## config.mk

```make
export PLATFORM = sky130hd
export DESIGN_NAME = alu_exec_unit
export DESIGN_NICKNAME = d
export VERILOG_FILES = /design/src/rtl/alu_exec_unit.sv
export SDC_FILE = /design/constraint.sdc
export NUM_CORES = 1
export LEC_CHECK = 0
export CAP_MARGIN = 25
export CORE_ASPECT_RATIO = 0.6
export CORE_MARGIN = 2
export CORE_UTILIZATION = 24
export DETAILED_ROUTE_END_ITERATION = 8
export GPL_TIMING_DRIVEN = 0
export PLACE_DENSITY = 0.43
export REMOVE_ABC_BUFFERS = 1
export SLEW_MARGIN = 10
export SYNTH_ARGS = -nofsm -noshare
export SYNTH_HDL_FRONTEND = slang
export SYNTH_SLANG_ARGS = --single-unit
```

## constraint.sdc

```tcl
create_clock -name clk_i -period 4.5 [get_ports clk_i]
set_input_delay 1.125 -clock clk_i [delete_from_list [all_inputs] [get_ports clk_i]]
set_output_delay 1.125 -clock clk_i [all_outputs]
set_load 0.005 [all_outputs]
```

## src/rtl/alu_exec_unit.sv

```systemverilog
// Execution unit for the ALU control encoding: single-cycle logic/arith/compare
// ops plus an iterative shift-add multiplier, with a registered result and zero flag.
module alu_exec_unit #(
    parameter int unsigned WIDTH = 32
) (
    input  logic             clk_i,
    input  logic             rst_i,
    input  logic             start_i,
    input  logic [3:0]       ALUCtrl_i,
    input  logic [2:0]       bonus_control_i,
    input  logic [WIDTH-1:0] src1_i,
    input  logic [WIDTH-1:0] src2_i,
    output logic [WIDTH-1:0] result_o,
    output logic             zero_o,
    output logic             busy_o,
    output logic             done_o,
    output logic             err_o
);

    localparam int unsigned CNT_W = (WIDTH > 1) ? $clog2(WIDTH) : 1;

    localparam logic [3:0] OP_AND = 4'b0000;
    localparam logic [3:0] OP_OR  = 4'b0001;
    localparam logic [3:0] OP_ADD = 4'b0010;
    localparam logic [3:0] OP_SUB = 4'b0110;
    localparam logic [3:0] OP_CMP = 4'b0111;
    localparam logic [3:0] OP_MUL = 4'b1000;

    typedef enum logic {
        S_IDLE,
        S_MUL
    } state_t;

    state_t           state;
    state_t           state_nxt;
    logic [WIDTH-1:0] acc;
    logic [WIDTH-1:0] mcand;
    logic [WIDTH-1:0] mplier;
    logic [WIDTH-1:0] acc_nxt;
    logic [WIDTH-1:0] alu_res;
    logic [CNT_W-1:0] cnt;
    logic             alu_err;
    logic             is_mul;
    logic             mul_last;

    assign is_mul   = (ALUCtrl_i == OP_MUL);
    assign mul_last = (cnt == CNT_W'(WIDTH - 1));
    assign acc_nxt  = mplier[0] ? (acc + mcand) : acc;

    always_ff @(posedge clk_i or negedge rst_i) begin
        if (!rst_i) begin
            state <= S_IDLE;
        end else begin
            state <= state_nxt;
        end
    end

    always_comb begin
        state_nxt = state;
        case (state)
            S_IDLE:  if (start_i && is_mul) state_nxt = S_MUL;
            S_MUL:   if (mul_last) state_nxt = S_IDLE;
            default: state_nxt = S_IDLE;
        endcase
    end

    always_comb begin
        busy_o = (state == S_MUL);
    end

    // Compare variants outside the four defined encodings fall back to slt.
    always_comb begin
        alu_res = '0;
        alu_err = 1'b0;
        case (ALUCtrl_i)
            OP_AND: alu_res = src1_i & src2_i;
            OP_OR:  alu_res = src1_i | src2_i;
            OP_ADD: alu_res = src1_i + src2_i;
            OP_SUB: alu_res = src1_i - src2_i;
            OP_CMP: begin
                case (bonus_control_i)
                    3'b001:  alu_res[0] = ($signed(src1_i) >  $signed(src2_i));
                    3'b100:  alu_res[0] = (src1_i != src2_i);
                    3'b101:  alu_res[0] = ($signed(src1_i) >= $signed(src2_i));
                    default: alu_res[0] = ($signed(src1_i) <  $signed(src2_i));
                endcase
            end
            OP_MUL: alu_res = '0;
            default: alu_err = 1'b1;
        endcase
    end

    always_ff @(posedge clk_i or negedge rst_i) begin
        if (!rst_i) begin
            result_o <= '0;
            zero_o   <= 1'b1;
            done_o   <= 1'b0;
            err_o    <= 1'b0;
            acc      <= '0;
            mcand    <= '0;
            mplier   <= '0;
            cnt      <= '0;
        end else begin
            done_o <= 1'b0;
            err_o  <= 1'b0;
            case (state)
                S_IDLE: begin
                    if (start_i) begin
                        if (is_mul) begin
                            acc    <= '0;
                            mcand  <= src1_i;
                            mplier <= src2_i;
                            cnt    <= '0;
                        end else begin
                            result_o <= alu_res;
                            zero_o   <= (alu_res == '0);
                            done_o   <= 1'b1;
                            err_o    <= alu_err;
                        end
                    end
                end
                S_MUL: begin
                    acc    <= acc_nxt;
                    mcand  <= mcand << 1;
                    mplier <= mplier >> 1;
                    cnt    <= cnt + CNT_W'(1);
                    // Final step publishes the accumulator including this step's add.
                    if (mul_last) begin
                        result_o <= acc_nxt;
                        zero_o   <= (acc_nxt == '0);
                        done_o   <= 1'b1;
                    end
                end
                default: ;
            endcase
        end
    end

endmodule

```

==> impl_metrics.yaml <==
synth:
  netlist_area_mm2: 0.0134
  synth.largest_area_cell: "dfrtp_1"
  synth-async-reset-ratio: 1.00
  ys_ff_latch: 137
  ys_top_cells_by_area: "dfrtp_1 25%, ha_1 12%, a21oi_1 7.8%, o21ai_0 6.7%, nand2_1 6.0%"
  ys_warn_count: 0
  synth_common_cells: "215 x nand2_1, 207 x a21oi_1, 207 x nor2_1"
  synth_ff_type: "dfrtp_1"
  avgSynthCellArea_um2: 7.39
  synth_top_area_frac: 0.255
  synth.distinct_cells: 75
  yosysMostFrequentCell: "nand2_1"
  ys_seq_area_frac: 0.257
  synth_edf_count: 0
  syn_inst: 1806
timing:
  slew_headroom: 0.447
  period_minus_slack_ns: 4.56
  tns_ns: -0.0582
  max_freq_mhz: 219
  setup_violations: 1
  fin_crit_sh: 1.01
  slew_violations: 0
  finalClockSkew_ns: 0.0116
  worst_slack_ns: -0.0582
  worstMarginPinSlew_ns: 0.821
  rsz0062_at_grt: "true"
  hold_viol_final: 0
finish:
  ff_latch_area_mm2: 0.00343
  antenna_cells: 0
  fin_nets: 2097
  multiInputGateArea_mm2: 0.0100
  nFillCells: 5919
  post-route-util: 0.312
  syn2layout_area_growth_pct: 27.7
  drive_gt1_frac: 0.142
cts:
  clkTransAtPathRegs_ns: 0.07
  htree_levels: 4
  cts_buffers: 17
  cts_tree: "yes"
  clock_sinks: 137
  cts_max_path_buffers: 2
  clkLatencyLatePin_ns: 0.47
  cts_hold_buf: 0
  cts_root_buf: "clkbuf_16"
critical_path:
  critical_path.max_fanout: 3
  critPathSlowestCell: "or4_4"
  required_ns: 4.89
  worst_setup_path_end_kind: "register"
  cpPeakStageDelay_ns: 0.63
  crit_chain: "clkbuf_2 -> ha_4 -> fa_1 -> a21o_1 -> and4_2 -> or2_4 -> nor4_4 -> a2111o_1 -> o211ai_1 -> or4_4 -> nor4_4 -> nand4_1 -> nor4_4 -> a41oi_1 -> o21ai_1"
  crit_path_start_kind: "input pin"
  path_common_cell: "nor4_4"
  arrival_ns: 4.95
  criticalPathCategory: "input pin to register"
placement:
  io_buffer_count: 109
  gp_congestion: 0.897
  dp_hpwl_um: 39700
floorplanning:
  core_mm2: 0.0546
  rows: 66
  die_h_um: 187
  dieArea_mm2: 0.0576
  floorplan.initialDensity: 0.245
  die_x_um: 308
  io_pins: 110
route:
  route.vias.total: 13700
  ant_nets: 0
  finalWirelength_um: 52600
  wire_per_inst_um: 19.8
  viasPerCell: 5.15
  drtIter0Drc: 1351
  drtPass1Iterations: 6
  drc: 0
power:
  leakagePower_nw: 7.08
  powerDensity_mw_per_mm2: 435
  vdd_ir_drop_max_v: 0.000262
grt:
  grt_overflow_total: 0
  grt_use_met1: 0.286
  busiest_layer: "met1"
  grt_pass1_wl_um: 80300
  antenna_found_initial: 0
  grt_use_met3: 0.0370
  grt_usage: 0.181
  first_global_vias: 12800
  grt_use_met2: 0.249
  grt_start_max_net_pins: 81
job:
  drv_cap: 0
run_status:
  status: "complete, but fails checks"
  violations: "negative setup slack"
min_path:
  hold_path_class: "register to register"
[worst max-delay path, delay by kind of cell]
kind            cells  cell delay (ns)
fa+ha+maj           2             0.60
simple gates        7             2.28
buf+inv             1             0.15
compound gates      5             0.80
[routing by layer]
layer  up-vias  part of all wire
met5         -                 0
met4         0            0.0071
met3        32             0.065
met2       426              0.40
met1      6607              0.53
li1       6602                 -
[kinds of logic after synthesis]
logic type | count (synthesis) | synth area share
mux | 52 | 0.0412
xor+xnor | 45 | 0.0295
buf+inv | 212 | 0.0604
flops | 137 | 0.257
fa+ha+maj | 132 | 0.125
simple gates | 619 | 0.210
compound gates | 609 | 0.276
[path summary, 6_finish.rpt]
kind                            startpoint          to  slack [ns]  cells after the start
worst max-delay path             src2_i[0]      zero_o       -0.06                     15
worst min-delay path             mplier[6]   mplier[5]        0.48                      2
worst max register to register    mcand[0]      zero_o        0.10                     14
worst min register to register   mplier[6]   mplier[5]        0.48                      2
max in group asynchronous            rst_i  mplier[21]        3.14                      2
min in group asynchronous            rst_i      acc[1]        0.57                      1
[cell usage in the layout, fill, tap and decap left out, types with 7 or more instances in the layout]
cell,instances
nand2_1,212
nor2_1,204
a21oi_1,193
o21ai_0,172
dfrtp_1,134
ha_1,101
clkdlybuf4s50_1,86
inv_1,80
buf_4,48
nand3_1,47
xnor2_1,32
mux2i_1,31
inv_2,26
a21o_1,25
ha_4,25
nor2b_1,21
mux2_2,20
o211ai_1,19
nand4_1,19
a211oi_1,18
o21a_1,17
clkbuf_16,17
nor3_1,16
a31oi_1,15
dlygate4sd2_1,15
xor2_1,13
o21bai_1,12
nand2b_1,11
a21oi_2,10
and3_1,9
nor4_1,9
and2_1,8
o221ai_1,7
o22ai_1,7
buf_16,7
[per-stage QoR]
| stage | cells | total power, mW | hold slack, ns | setup WS, ns | area (µm²) |
|---|---|---|---|---|---|
| after floorplan | 1703 | 4.35 | 0.453 | -3.64 | 13000 |
| after global placement | 2560 | 5.71 | 0.466 | -8.65 | 15000 |
| after detailed placement | 2574 | 5.77 | 0.469 | -1.95 | 15300 |
| after CTS | 2644 | 7.41 | 0.485 | -0.0198 | 16900 |
| after global routing | 2652 | 7.97 | 0.500 | -0.203 | 17100 |
| final | 2652 | 7.41 | 0.480 | -0.0582 | 17100 |
[registers in the layout, summed over array words and instances (netlist names)]
register,count
busy_o,1
mplier,32
done_o,1
err_o,1
zero_o,1
result_o,32
cnt,5
acc,32
mcand,32
[final cells by class]
cell class                 instances  share of cell area
multi-input combinational       1457               0.587
clock buffer                      18              0.0252
clock inverter                    14             0.00807
sequential                       137               0.201
timing repair buffer             169              0.0993
inverter                         109              0.0243
tap                              748              0.0549
[report_power, final]
group          internal, mW  total [mW]  switching, mW
Sequential             1.73        2.16          0.432
Clock                 0.772        1.44          0.668
Combinational          1.65        3.81           2.17
[timing repair]
item / CTS / global route
endpoints found under the setup margin: 19 / 4
pin swaps: 45 / 20
resized for setup: 184 / 32
setup buffers: 38 / 7
(Power assumes the default switching activity.)
